<file path="src/rtl/in_wrapper_pkg.sv">
// rtl/in_wrapper_pkg.sv - shared state encoding and index-width helper for the input wrapper
package in_wrapper_pkg;

  // Controller state encoding
  localparam logic [2:0] ENC_IDLE  = 3'd0;
  localparam logic [2:0] ENC_LOAD  = 3'd1;
  localparam logic [2:0] ENC_CHECK = 3'd2;
  localparam logic [2:0] ENC_START = 3'd3;
  localparam logic [2:0] ENC_WAIT  = 3'd4;

  typedef enum logic [2:0] {
    IDLE  = ENC_IDLE,
    LOAD  = ENC_LOAD,
    CHECK = ENC_CHECK,
    START = ENC_START,
    WAIT  = ENC_WAIT
  } state_t;

  // Width of an operand index; never narrower than one bit
  function automatic int idxWidth(input int n);
    return (n > 1) ? $clog2(n) : 1;
  endfunction

endpackage

</file>
<file path="src/rtl/in_wrapper_nop_if.sv">
// rtl/in_wrapper_nop_if.sv - producer handshake and FP-unit hand-off signals of the input wrapper
interface in_wrapper_nop_if
  import in_wrapper_pkg::*;
#(
  parameter int WIDTH   = 32,
  parameter int NUM_OPS = 2
);
  localparam int IDX_W = idxWidth(NUM_OPS);

  logic                       inReady;
  logic [WIDTH-1:0]           inData;
  logic                       inAccept;
  logic [IDX_W-1:0]           opIdx;
  logic [NUM_OPS*WIDTH-1:0]   ops;
  logic                       startFP;
  logic                       fpDone;
  logic                       busy;

  // Environment side: producer plus FP unit
  modport master (
    output inReady, inData, fpDone,
    input  inAccept, opIdx, ops, startFP, busy
  );

  // Wrapper side
  modport slave (
    input  inReady, inData, fpDone,
    output inAccept, opIdx, ops, startFP, busy
  );

endinterface

</file>
<file path="src/rtl/in_operand_bank.sv">
// rtl/in_operand_bank.sv - register bank holding one batch of operands
module in_operand_bank
  import in_wrapper_pkg::*;
#(
  parameter int WIDTH   = 32,
  parameter int NUM_OPS = 2,
  localparam int IDX_W  = idxWidth(NUM_OPS)
) (
  input  logic                     clk,
  input  logic                     rst,
  input  logic                     ld,
  input  logic [IDX_W-1:0]         idx,
  input  logic [WIDTH-1:0]         d,
  output logic [NUM_OPS*WIDTH-1:0] ops
);

  logic [WIDTH-1:0] slot [NUM_OPS];

  // Write the addressed slot on ld; clear everything on reset
  always_ff @(posedge clk) begin
    for (int k = 0; k < NUM_OPS; k++) begin
      if (!rst) begin
        slot[k] <= '0;
      end else if (ld && (idx == IDX_W'(k))) begin
        slot[k] <= d;
      end
    end
  end

  // Flatten slots so slot k sits at bits [k*WIDTH +: WIDTH]
  always_comb begin
    ops = '0;
    for (int k = 0; k < NUM_OPS; k++) begin
      ops[k*WIDTH +: WIDTH] = slot[k];
    end
  end

endmodule

</file>
<file path="src/rtl/in_wrapper_nop.sv">
// rtl/in_wrapper_nop.sv - collects NUM_OPS operands over a four-phase handshake and starts the FP unit
module in_wrapper_nop
  import in_wrapper_pkg::*;
#(
  parameter int WIDTH     = 32,
  parameter int NUM_OPS   = 2,
  parameter bit WAIT_DONE = 1'b1
) (
  input logic              clk,
  input logic              rst,
  in_wrapper_nop_if.slave  bus
);

  localparam int IDX_W = idxWidth(NUM_OPS);
  localparam logic [IDX_W-1:0] LAST_IDX = IDX_W'(NUM_OPS - 1);

  state_t           state, nextState;
  logic [IDX_W-1:0] opIdx, nextIdx;
  logic             ld;
  logic             accept;
  logic             start;
  logic             busyInt;

  // State and operand index registers; reset drops any partial batch
  always_ff @(posedge clk) begin
    if (!rst) begin
      state <= IDLE;
      opIdx <= '0;
    end else begin
      state <= nextState;
      opIdx <= nextIdx;
    end
  end

  // Next-state and index update; the index only advances once the producer releases inReady
  always_comb begin
    nextState = state;
    nextIdx   = opIdx;
    unique case (state)
      IDLE: begin
        if (bus.inReady) nextState = LOAD;
      end
      LOAD: begin
        nextState = CHECK;
      end
      CHECK: begin
        if (!bus.inReady) begin
          if (opIdx == LAST_IDX) begin
            nextState = START;
          end else begin
            nextIdx   = opIdx + IDX_W'(1);
            nextState = IDLE;
          end
        end
      end
      START: begin
        if (WAIT_DONE) begin
          nextState = WAIT;
        end else begin
          nextState = IDLE;
          nextIdx   = '0;
        end
      end
      WAIT: begin
        if (bus.fpDone) begin
          nextState = IDLE;
          nextIdx   = '0;
        end
      end
      default: begin
        nextState = IDLE;
        nextIdx   = '0;
      end
    endcase
  end

  // Moore outputs decoded purely from state
  always_comb begin
    ld      = 1'b0;
    accept  = 1'b0;
    start   = 1'b0;
    busyInt = 1'b0;
    unique case (state)
      LOAD:  ld      = 1'b1;
      CHECK: accept  = 1'b1;
      START: begin
        start   = 1'b1;
        busyInt = 1'b1;
      end
      WAIT:  busyInt = 1'b1;
      default: ;
    endcase
  end

  assign bus.inAccept = accept;
  assign bus.startFP  = start;
  assign bus.busy     = busyInt;
  assign bus.opIdx    = opIdx;

  in_operand_bank #(
    .WIDTH   (WIDTH),
    .NUM_OPS (NUM_OPS)
  ) uBank (
    .clk (clk),
    .rst (rst),
    .ld  (ld),
    .idx (opIdx),
    .d   (bus.inData),
    .ops (bus.ops)
  );

endmodule

</file>
<file path="src/flat_wrapper.sv">
// flat-port wrapper written by rule: the top's interface ports become plain ports
module in_wrapper_nop_flat import in_wrapper_pkg::*;
#(
  parameter int WIDTH     = 32,
  parameter int NUM_OPS   = 2,
  parameter bit WAIT_DONE = 1'b1
)
  (clk, rst, bus_inReady, bus_inData, bus_fpDone, bus_inAccept, bus_opIdx, bus_ops, bus_startFP, bus_busy);
  in_wrapper_nop_if #(.WIDTH(WIDTH), .NUM_OPS(NUM_OPS)) bus_i ();
  input logic clk;
  input logic rst;
  input wire logic [$bits(bus_i.inReady)-1:0] bus_inReady;
  input wire logic [$bits(bus_i.inData)-1:0] bus_inData;
  input wire logic [$bits(bus_i.fpDone)-1:0] bus_fpDone;
  output wire logic [$bits(bus_i.inAccept)-1:0] bus_inAccept;
  output wire logic [$bits(bus_i.opIdx)-1:0] bus_opIdx;
  output wire logic [$bits(bus_i.ops)-1:0] bus_ops;
  output wire logic [$bits(bus_i.startFP)-1:0] bus_startFP;
  output wire logic [$bits(bus_i.busy)-1:0] bus_busy;
  assign bus_i.inReady = bus_inReady;
  assign bus_i.inData = bus_inData;
  assign bus_i.fpDone = bus_fpDone;
  assign bus_inAccept = bus_i.inAccept;
  assign bus_opIdx = bus_i.opIdx;
  assign bus_ops = bus_i.ops;
  assign bus_startFP = bus_i.startFP;
  assign bus_busy = bus_i.busy;
  in_wrapper_nop #(.WIDTH(WIDTH), .NUM_OPS(NUM_OPS), .WAIT_DONE(WAIT_DONE)) u_core (.clk(clk), .rst(rst), .bus(bus_i));
endmodule
</file>
<file path="config.mk">
export PLATFORM = sky130hd
export DESIGN_NAME = in_wrapper_nop_flat
export DESIGN_NICKNAME = d
export VERILOG_FILES = /design/src/rtl/in_wrapper_pkg.sv /design/src/rtl/in_wrapper_nop_if.sv /design/src/rtl/in_operand_bank.sv /design/src/rtl/in_wrapper_nop.sv /design/src/flat_wrapper.sv
export SDC_FILE = /design/constraint.sdc
export NUM_CORES = 1
export LEC_CHECK = 0
export CORE_ASPECT_RATIO = 1.4
export CORE_MARGIN = 2
export CORE_UTILIZATION = 50
export DETAILED_ROUTE_END_ITERATION = 8
export DONT_BUFFER_PORTS = 1
export GPL_TIMING_DRIVEN = 0
export MAX_ROUTING_LAYER = met4
export PLACE_DENSITY_LB_ADDON = 0.15
export SLEW_MARGIN = 20
export SYNTH_ARGS = -nofsm -noshare
export SYNTH_HDL_FRONTEND = slang
export SYNTH_HIERARCHICAL = 1
export SYNTH_SLANG_ARGS = --single-unit
</file>
<file path="constraint.sdc">
create_clock -name clk -period 4.5 [get_ports clk]
set_input_delay 0.675 -clock clk [delete_from_list [all_inputs] [get_ports clk]]
set_output_delay 0.675 -clock clk [all_outputs]
set_load 0.02 [all_outputs]
</file>
; Word level (Yosys, flattened, before mapping)
; Memories as Yosys holds them, arrays and structs flattened.
; Index checks and enable logic that the tools add are counted.
[totals]
ff_bits = 4
mem_bits_rw = 64
in_bits = 36
wordCells = 44
memories = 1
[classes]
addsub = 1
eq_ne = 7
n_mux = 22
bitwise_logic = 4
n_reduce_logical = 7
[mem_list]
columns = memory, depth, width, read_ports, rd_clocked_by_memory_dff, wr, line_no
row1 = u_core.uBank.slot, 2, 32, 2, 0, 2, in_operand_bank.sv:17  ; logic [WIDTH-1:0] slot [NUM_OPS];
[ops]
columns = operator, count
row1 = $mux W32, 2
row2 = $pmux W3 S5, 1
row3 = $mux W1, 14
row4 = $mux W3, 3
row5 = $eq A3 B2 Y1 const B, 2
row6 = $ne A2 B2 Y1 const B, 3
row7 = $reduce_and A3 Y1, 2
row8 = $eq A3 B1 Y1 const B, 1
row9 = $eq A3 B3 Y1 const B, 1
row10 = $logic_not A3 Y1, 1
row11 = $pmux W1 S3, 1
row12 = $reduce_or A3 Y1, 1
row13 = $logic_and A1 B1 Y1, 2
row14 = $mux W2, 1
row15 = $not A1 Y1, 2
row16 = $or A1 B1 Y1, 2
row17 = $reduce_or A2 Y1, 1
row18 = $add A1 B1 Y1 const B, 1

; Depth between registers and ports, before layout
; Gate-level depths: netlist of the first run.
[logic_depth]
ltp_word = 7
ltp_mapped = 5

; Hierarchy
; The synthesis of the first run kept the hierarchy.
[modules_own_cells]
columns = mod, instances, cells_each, area_each_um2, seq_area_each_um2
row1 = in_operand_bank, 1, 143, 2462.4, 1921.8
row2 = in_wrapper_nop, 1, 26, 207.7, 80.1

; Worst setup path after synthesis of the first run
; Ideal clock, no wire load.
[synth_timing]
path_kind = reg2reg
start = reg u_core.opIdx, in the netlist u_core/bus.opIdx
end = mem u_core.uBank.slot[0][0] (enable)
setup_time_ns = 0.466
t_arrival_ns = 3.056
slack_ns = 0.978
stages_incl_launch_ff = 3
path_buffers = 1
path_cell_list = dfxtp_1 dlygate4sd1_1 o21ai_0
[synth_lines]
columns = item, line_no
row1 = from (decl), in_wrapper_nop.sv:18  ; logic [IDX_W-1:0] opIdx, nextIdx;
row2 = from (signal assigned), in_wrapper_nop.sv:31  ; opIdx <= nextIdx;
row3 = to (decl), in_operand_bank.sv:17

==> summary.log, run 1 <==
qor: setup_path.critical_path_arrival 2.25 ns
qor: clock_tree.cts_tree done
qor: cells_and_area.finalNetCount 217
qor: power_and_ir_drop.pwr-share-comb 4.3%
qor: clock_tree.clock-root-buffer clkbuf_8
qor: power_and_ir_drop.p_sw 303 uW
qor: setup_path.cp_slowest_stage_delay 0.69 ns
qor: setup_path.timing.critical_path.cells dlygate4sd1_1, nand2_1, nand2_2
qor: sta.worst_slew_pin_slew 0.802 ns
qor: setup_path.timing.setup.critical_path_class reg2reg
qor: drt.remaining_drc_errors 0
qor: synthesis.seq_area_frac_synth 75.0%
qor: sta.post_route_clock_skew 0.00629 ns
qor: power_and_ir_drop.share_seq_of_total_power 63.4%
qor: drt.routed_via_density 5.55
qor: setup_path.sort_of_element_at_the_end_of_the_critical_path flip-flop
qor: cells_and_area.flow.area_growth_from_synthesis 10.6%
qor: clock_tree.numCtsBuffers 9
qor: sta.finalCritPeriodShare 51.0%
qor: global_route.grt_first_pass_wirelength 7830 um
qor: die.placeableCoreArea 0.00516 mm^2
qor: setup_path.setup.worst_path.start_class flip-flop
qor: clock_tree.cts-resized-gates 0
qor: sta.drv_slew 0
qor: power_and_ir_drop.power.share.clock 32.3%
qor: synthesis.synthesis.instances 169
qor: power_and_ir_drop.power_per_cell_area 423 mW/mm^2
qor: die.die_h 90.5 um
qor: die.effective_utilization_at_floorplan 51.8%
qor: global_route.gr-usage-all-layers 19.2%
qor: clock_tree.clkSinkCount 68
qor: cells_and_area.post-route-cell-area 0.00295 mm^2
qor: sta.rsz0062_at_grt false
qor: die.die_x 65.8 um
qor: setup_path.reg2reg_depth 3
qor: global_route.first_global_vias 1475
qor: setup_path.reg2reg_setup_slack 2.21 ns
qor: clock_tree.clk_latency 0.33 ns
qor: sta.maxSlewHeadroom 46.4%
qor: setup_path.critical_path.max_fanout 32
qor: hold_path.min-delay-start rst
qor: clock_tree.post_cts.repair.setup_buffers 0
qor: setup_path.timing.rr.start u_core/bus.opIdx$_SDFFE_PN0P_
qor: clock_tree.max-clock-path-buffers 2
qor: sta.report.final.hold_viol_count 0
qor: drt.avgRoutedWirePerCell 20.5 um
qor: synthesis.syn_avg_cell_area 15.8 um^2
qor: die.rows 31
qor: synthesis.synthesis.nets 205
qor: setup_path.crit_slowest_cell dfxtp_1
qor: synthesis.synth.cell_area 0.00267 mm^2
qor: cells_and_area.antenna_cells 0
qor: global_route.grt_max_degree 33
qor: placed_design.post_dp_cell_area 0.00279 mm^2
qor: power_and_ir_drop.cell_internal_pwr 945 uW
qor: setup_path.critical_path_s_top_delay_family simple AND/OR/NAND/NOR gates
qor: placed_design.port_buffers 0
qor: power_and_ir_drop.cellLeakagePower 1.23 nW
qor: global_route.initial_antenna_violation_count 0
qor: setup_path.worstReg2RegEnd u_core/uBank/slot[1][22]$_SDFFCE_PN0P_
qor: die.floorplan.io_pins 104
qor: sta.holdWs 0.471 ns
qor: global_route.grt.overflow.total 0
qor: hold_path.worstHoldPathCells 1
qor: drt.route.vias.total 1398
qor: synthesis.yosysWarnings 6
qor: die.die_area 0.00595 mm^2
qor: clock_tree.cts_htree_levels 3
qor: synthesis.netlist-cell-type-count 22
qor: setup_path.critical_path_buf_inv_count 1
qor: power_and_ir_drop.swShare 24.3%
qor: sta.timing.final.setup_violations 0
qor: hold_path.hold-path-endpoint u_core/state[2]$_SDFFE_PN0P_
qor: cells_and_area.final_layout_size_suffix_gt1_share 20.4%
qor: drt.final_antenna_net_count 0
qor: placed_design.finalWeightedCongestion 0.663
qor: setup_path.worst_ep_required_time 4.46 ns
qor: run_status.status complete, no violations
qor: drt.wirelength 5160 um
qor: drt.first_iter_violations 158
qor: job.drv_cap 0
qor: synthesis.synth.ff_latch_count 68
qor: hold_path.tightest_hold_check_type in2reg
qor: power_and_ir_drop.worst_ir_drop_vdd 0.000224 V
qor: placed_design.hpwl 3610 um
qor: clock_tree.postCtsHoldBufs 0
qor: sta.post-route-min-period 2.29 ns
qor: clock_tree.post_cts_clock_slew_at_the_launch_and_capture_registers_of_the_worst_setup_and_hold_paths 0.07 ns
qor: drt.first_pass_iters 4
qor: sta.maxClockFrequency 436 MHz
metal layers:
layer  vias to the layer above  track usage (%)  share of wire, %
met2                        69             31.9                54
met3                        11             8.10               7.4
li1                        638                -                 -
met1                       680             18.5                37
met5                         -                -                 0
met4                         0             10.1               2.2
state kept, by name, summed over array words and instances, names as in the netlist:
| register | cells |
|---|---|
| u_core/state | 3 |
| u_core/uBank/slot | 64 |
| u_core/bus.opIdx | 1 |
worst reg2reg max path, stage by stage (launching register included):
cell and delay [ns]:
dfxtp_1 0.69, dlygate4sd1_1 0.50, nand2_1 0.11, nand2_2 0.60
synthesized netlist by cell type:
cell type      instances  area, um^2
nand3b_1               1        7.51
a21oi_1                2        10.0
and3b_2                1        10.0
dlygate4sd1_1          3        26.3
a211oi_1               1        7.51
and2_4                12         105
edfxtp_1              64        1920
buf_2                  3        15.0
o211ai_1               1        7.51
nand2b_1               4        25.0
o21ai_0                2        10.0
or4b_1                 1        10.0
inv_1                  3        11.3
o21a_1                 1        7.51
and3_2                 2        15.0
nand2_1                4        15.0
or3b_1                 1        8.76
and2_1                21         131
nor2_1                 3        11.3
and3_1                32         200
dfxtp_1                4        80.1
buf_6                  3        33.8
worst max-delay path by stage:
stage,startpoint,to,slack (ns),cells past startpoint
after global routing,u_core/bus.opIdx$_SDFFE_PN0P_,u_core/uBank/slot[1][22]$_SDFFCE_PN0P_,2.04,3
after floorplan,u_core/bus.opIdx$_SDFFE_PN0P_,u_core/uBank/slot[0][0]$_SDFFCE_PN0P_,0.98,2
after global placement,u_core/bus.opIdx$_SDFFE_PN0P_,u_core/uBank/slot[0][7]$_SDFFCE_PN0P_,-0.20,2
final,u_core/bus.opIdx$_SDFFE_PN0P_,u_core/uBank/slot[1][22]$_SDFFCE_PN0P_,2.21,3
after detailed placement,u_core/bus.opIdx$_SDFFE_PN0P_,u_core/uBank/slot[1][7]$_SDFFCE_PN0P_,2.17,3
after CTS,u_core/bus.opIdx$_SDFFE_PN0P_,u_core/uBank/slot[1][22]$_SDFFCE_PN0P_,2.16,3
through the flow:
stage               total power, mW  util [%]  TNS [ns]  instances  worst slack [ns]
finish                         1.25      57.2         0        252              2.21
detailed placement            0.860      54.2         0        236              2.17
global placement              0.853      53.4     -6.38        235            -0.201
floorplan                     0.836         -         0        169             0.978
CTS                            1.26      57.2         0        252              2.16
global route                   1.30      57.2         0        252              2.04
layout by cell type, fill, tap and decap left out:
master | netlist | final
a211oi_1 | 1 | 1
a21oi_1 | 2 | 2
and2_1 | 21 | 21
and2_4 | 12 | 12
and3_1 | 32 | 32
and3_2 | 2 | 2
and3b_2 | 1 | 1
buf_16 | 0 | 1
buf_2 | 3 | 3
buf_6 | 3 | 3
clkbuf_1 | 0 | 1
clkbuf_8 | 0 | 9
clkinv_1 | 0 | 1
clkinv_2 | 0 | 4
clkinvlp_4 | 0 | 1
dfxtp_1 | 4 | 4
dlygate4sd1_1 | 3 | 3
edfxtp_1 | 64 | 64
inv_1 | 3 | 3
nand2_1 | 4 | 3
nand2_2 | 0 | 1
nand2b_1 | 4 | 4
nand3b_1 | 1 | 1
nor2_1 | 3 | 3
o211ai_1 | 1 | 1
o21a_1 | 1 | 1
o21ai_0 | 2 | 1
o21ai_4 | 0 | 1
or3b_1 | 1 | 1
or4b_1 | 1 | 1
layout make-up:
type | count | area [um^2]
flip-flops and latches | 68 | 2000
plain buffers | 9 | 75.1
well taps | 66 | 82.6
inverters | 3 | 11.3
multi-input cells | 89 | 596
fillers | 431 | 2210
clock inverters | 6 | 31.3
clock buffers | 10 | 128
repair buffers | 1 | 27.5
cells by family after synthesis:
kind of cell,Yosys count,synth area share (%)
AND/OR/NAND/NOR,82,20.2
flip-flops,68,75.0
buffers and inverters,12,3.23
AO/OA/AOI/OAI,7,1.59
power by group through the flow:
stage          registers [mW]  logic (mW)  clock network (mW)
2_1_floorplan           0.800      0.0355                   0
3_3_place_gp            0.808      0.0451                   0
3_5_place_dp            0.806      0.0540                   0
4_1_cts                 0.793      0.0540               0.414
5_1_grt                 0.795      0.0585               0.442
6_report                0.791      0.0533               0.403
(Power assumes the default switching activity.)
==> run 2, diff against run 1 <==
- ABC_AREA: unset -> 1
- clock period: 4.5 -> 1.95 ns (I/O delays scaled with it)
==> run 2 against run 1 <==
Combinational power increased to 12 times the previous value; total power increased to 3.4 times the previous value; non-clock buffer count increased by 1; critical endpoint is now bus_busy.
==> summary.log, run 2 <==
qor: run_status.status complete, no violations
qor: die.floorplan.io_pins 104
qor: synthesis.seq_area_frac_synth 77.7%
qor: clock_tree.cts_tree done
qor: clock_tree.clk_latency 0.33 ns
qor: sta.finalCritPeriodShare 91.0%
qor: cells_and_area.finalNetCount 261
qor: placed_design.dpl_worst_slack 0.0250 ns
qor: clock_tree.cts-resized-gates 0
qor: cells_and_area.max_flop_register u_core/uBank/slot
qor: synthesis.synth.largest_area_cell edfxtp_1
qor: cells_and_area.antenna_cells 0
qor: synthesis.synth_top_area_share 74.6%
qor: cells_and_area.layout.cells.most_common_list nor2_1, edfxtp_1, inv_1
qor: synthesis.netlist_top_cells_count nor2_1, edfxtp_1, inv_1
qor: cells_and_area.flow.area_growth_from_synthesis 14.5%
qor: sta.report.final.hold_viol_count 0
qor: clock_tree.clock-root-buffer clkbuf_8
qor: synthesis.ys_async_sr_fraction 0%
qor: setup_path.sort_of_element_at_the_end_of_the_critical_path primary output
qor: synthesis.synthesis.nets 245
qor: setup_path.cp-endpoint bus_busy
qor: setup_path.critPathLaunch u_core/state[2]$_SDFFE_PN0P_
qor: sta.rsz0062_at_grt false
qor: placed_design.port_buffers 0
qor: die.die_area 0.00575 mm^2
qor: cells_and_area.largest_register_ffs 64
qor: drt.routed_via_density 5.08
qor: sta.post-route-min-period 1.77 ns
qor: clock_tree.post_cts_clock_slew_at_the_launch_and_capture_registers_of_the_worst_setup_and_hold_paths 0.06 ns
qor: synthesis.synthesis.instances 209
qor: setup_path.timing.setup.critical_path_class reg2out
qor: die.placeableCoreArea 0.00492 mm^2
qor: synthesis.yosysWarnings 6
qor: clock_tree.cts_htree_levels 3
qor: sta.timing.final.setup_violations 0
qor: cells_and_area.layout_top_registers u_core/uBank/slot x64, u_core/state x3, u_core/bus.opIdx x1
qor: setup_path.critical_path.max_fanout 5
qor: setup_path.critical_path_arrival 1.48 ns
qor: job.drv_cap 0
qor: cells_and_area.layout_commonest_cell nor2_1
qor: die.die_x 64.7 um
qor: power_and_ir_drop.power_per_cell_area 1420 mW/mm^2
qor: drt.first_iter_violations 157
qor: setup_path.worst_ep_required_time 1.66 ns
qor: drt.first_pass_iters 4
qor: hold_path.min-delay-start rst
qor: placed_design.finalWeightedCongestion 0.710
qor: setup_path.worstReg2RegEnd u_core/uBank/slot[0][14]$_SDFFCE_PN0P_
qor: global_route.gr-usage-all-layers 18.4%
qor: sta.maxClockFrequency 563 MHz
qor: drt.wirelength 4930 um
qor: cells_and_area.post-route-cell-area 0.00295 mm^2
qor: synthesis.synth_enable_flop_cells 64
qor: sta.post_route_clock_skew 0.00549 ns
qor: global_route.initial_antenna_violation_count 0
qor: sta.worst_slew_pin_slew 0.438 ns
qor: sta.holdWs 0.0736 ns
qor: drt.final_antenna_net_count 0
qor: setup_path.timing.rr.start u_core/state[2]$_SDFFE_PN0P_
qor: drt.route.vias.total 1488
qor: global_route.grt_max_degree 23
qor: power_and_ir_drop.cellLeakagePower 1.26 nW
qor: die.die_h 89.0 um
qor: global_route.first_global_vias 1443
qor: sta.setup_ws 0.175 ns
qor: die.rows 30
qor: power_and_ir_drop.worst_ir_drop_vdd 0.000829 V
qor: clock_tree.clkSinkCount 68
qor: synthesis.predominant_post_synthesis_flop_cell edfxtp_1
qor: synthesis.netlist-cell-type-count 16
qor: setup_path.setup.worst_path.start_class flip-flop
qor: placed_design.post_dp_cell_area 0.00274 mm^2
qor: cells_and_area.final_layout_size_suffix_gt1_share 14.0%
qor: placed_design.hpwl 3580 um
qor: synthesis.ys_top_cells_by_area edfxtp_1, nor2_1, inv_1
qor: clock_tree.numCtsBuffers 9
qor: synthesis.synth_most_common_cell nor2_1
qor: hold_path.tightest_hold_check_type in2reg
qor: drt.remaining_drc_errors 0
qor: global_route.grt.overflow.total 0
qor: synthesis.syn_avg_cell_area 12.3 um^2
qor: setup_path.reg2reg_depth 6
qor: synthesis.synth.cell_area 0.00258 mm^2
qor: clock_tree.max-clock-path-buffers 2
qor: sta.maxSlewHeadroom 70.7%
qor: sta.drv_slew 0
qor: global_route.grt_first_pass_wirelength 7140 um
qor: setup_path.reg2reg_setup_slack 0.24 ns
qor: synthesis.synth.ff_latch_count 68
qor: die.effective_utilization_at_floorplan 52.4%
qor: drt.avgRoutedWirePerCell 16.8 um
==> run 2: layout make-up <==
| type | instances | area (um^2) |
|---|---|---|
| Buffer | 6 | 30.0 |
| Clock buffer | 9 | 124 |
| Clock inverter | 6 | 56.3 |
| Fill cell | 407 | 1970 |
| Inverter | 43 | 161 |
| Multi-Input combinational cell | 92 | 407 |
| Sequential cell | 68 | 2000 |
| Tap cell | 64 | 80.1 |
| Timing Repair Buffer | 5 | 90.1 |
==> run 2: metrics by stage <==
step                      power, mW  util (%)  cells  setup TNS, ns
after floorplan                2.89         -    209          -6.49
after global placement         3.04      54.2    273         -35.19
after detailed placement       3.15      55.6    275              0
after CTS                      4.21      59.3    290              0
after global routing           4.37      60.0    293              0
final                          4.20      60.0    293              0
==> run 2: worst max-delay path: stages (launching register included) <==
cell and delay, ns:
dfxtp_1 0.35, inv_1 0.15, nand2_1 0.13, nor2_2 0.27
inv_2 0.07, nand2_1 0.18
==> run 2: cell families after synthesis <==
kind of cell / Yosys count / synth area share (%)
buf+inv: 49 / 7.43
simple gates: 86 / 13.6
flops: 68 / 77.7
compound gates: 6 / 1.31
==> run 2: metal layers <==
metal | vias up | global-route usage [%] | wire (um) | share of wire [%]
met5 | - | - | 0 | 0
met4 | 0 | 11.8 | 109 | 2.2
met3 | 8 | 5.04 | 226 | 4.6
met2 | 73 | 32.3 | 2750 | 56
met1 | 707 | 18.0 | 1840 | 37
li1 | 700 | - | - | -
==> run 2: worst min-delay path by stage <==
stage	endpoint	slack [ns]	cells after the start
2_1_floorplan	u_core/state[1]$_SDFFE_PN0P_	0.41	2
3_3_place_gp	u_core/state[1]$_SDFFE_PN0P_	0.42	2
3_5_place_dp	u_core/state[1]$_SDFFE_PN0P_	0.42	2
4_1_cts	u_core/state[1]$_SDFFE_PN0P_	0.06	2
5_1_grt	u_core/state[1]$_SDFFE_PN0P_	0.07	2
6_report	u_core/state[1]$_SDFFE_PN0P_	0.07	2
==> run 2: timing repair <==
item,CTS,global route
hold buffers,0,0
buffers inserted,0,3
endpoints found under the setup margin,0,44
==> run 2: power by group <==
part           leakage, nW  total [mW]  switching, mW  internal [mW]
registers            0.701        2.51          0.508           2.00
clock network       0.0923        1.06          0.486          0.571
logic                0.471       0.634          0.430          0.205
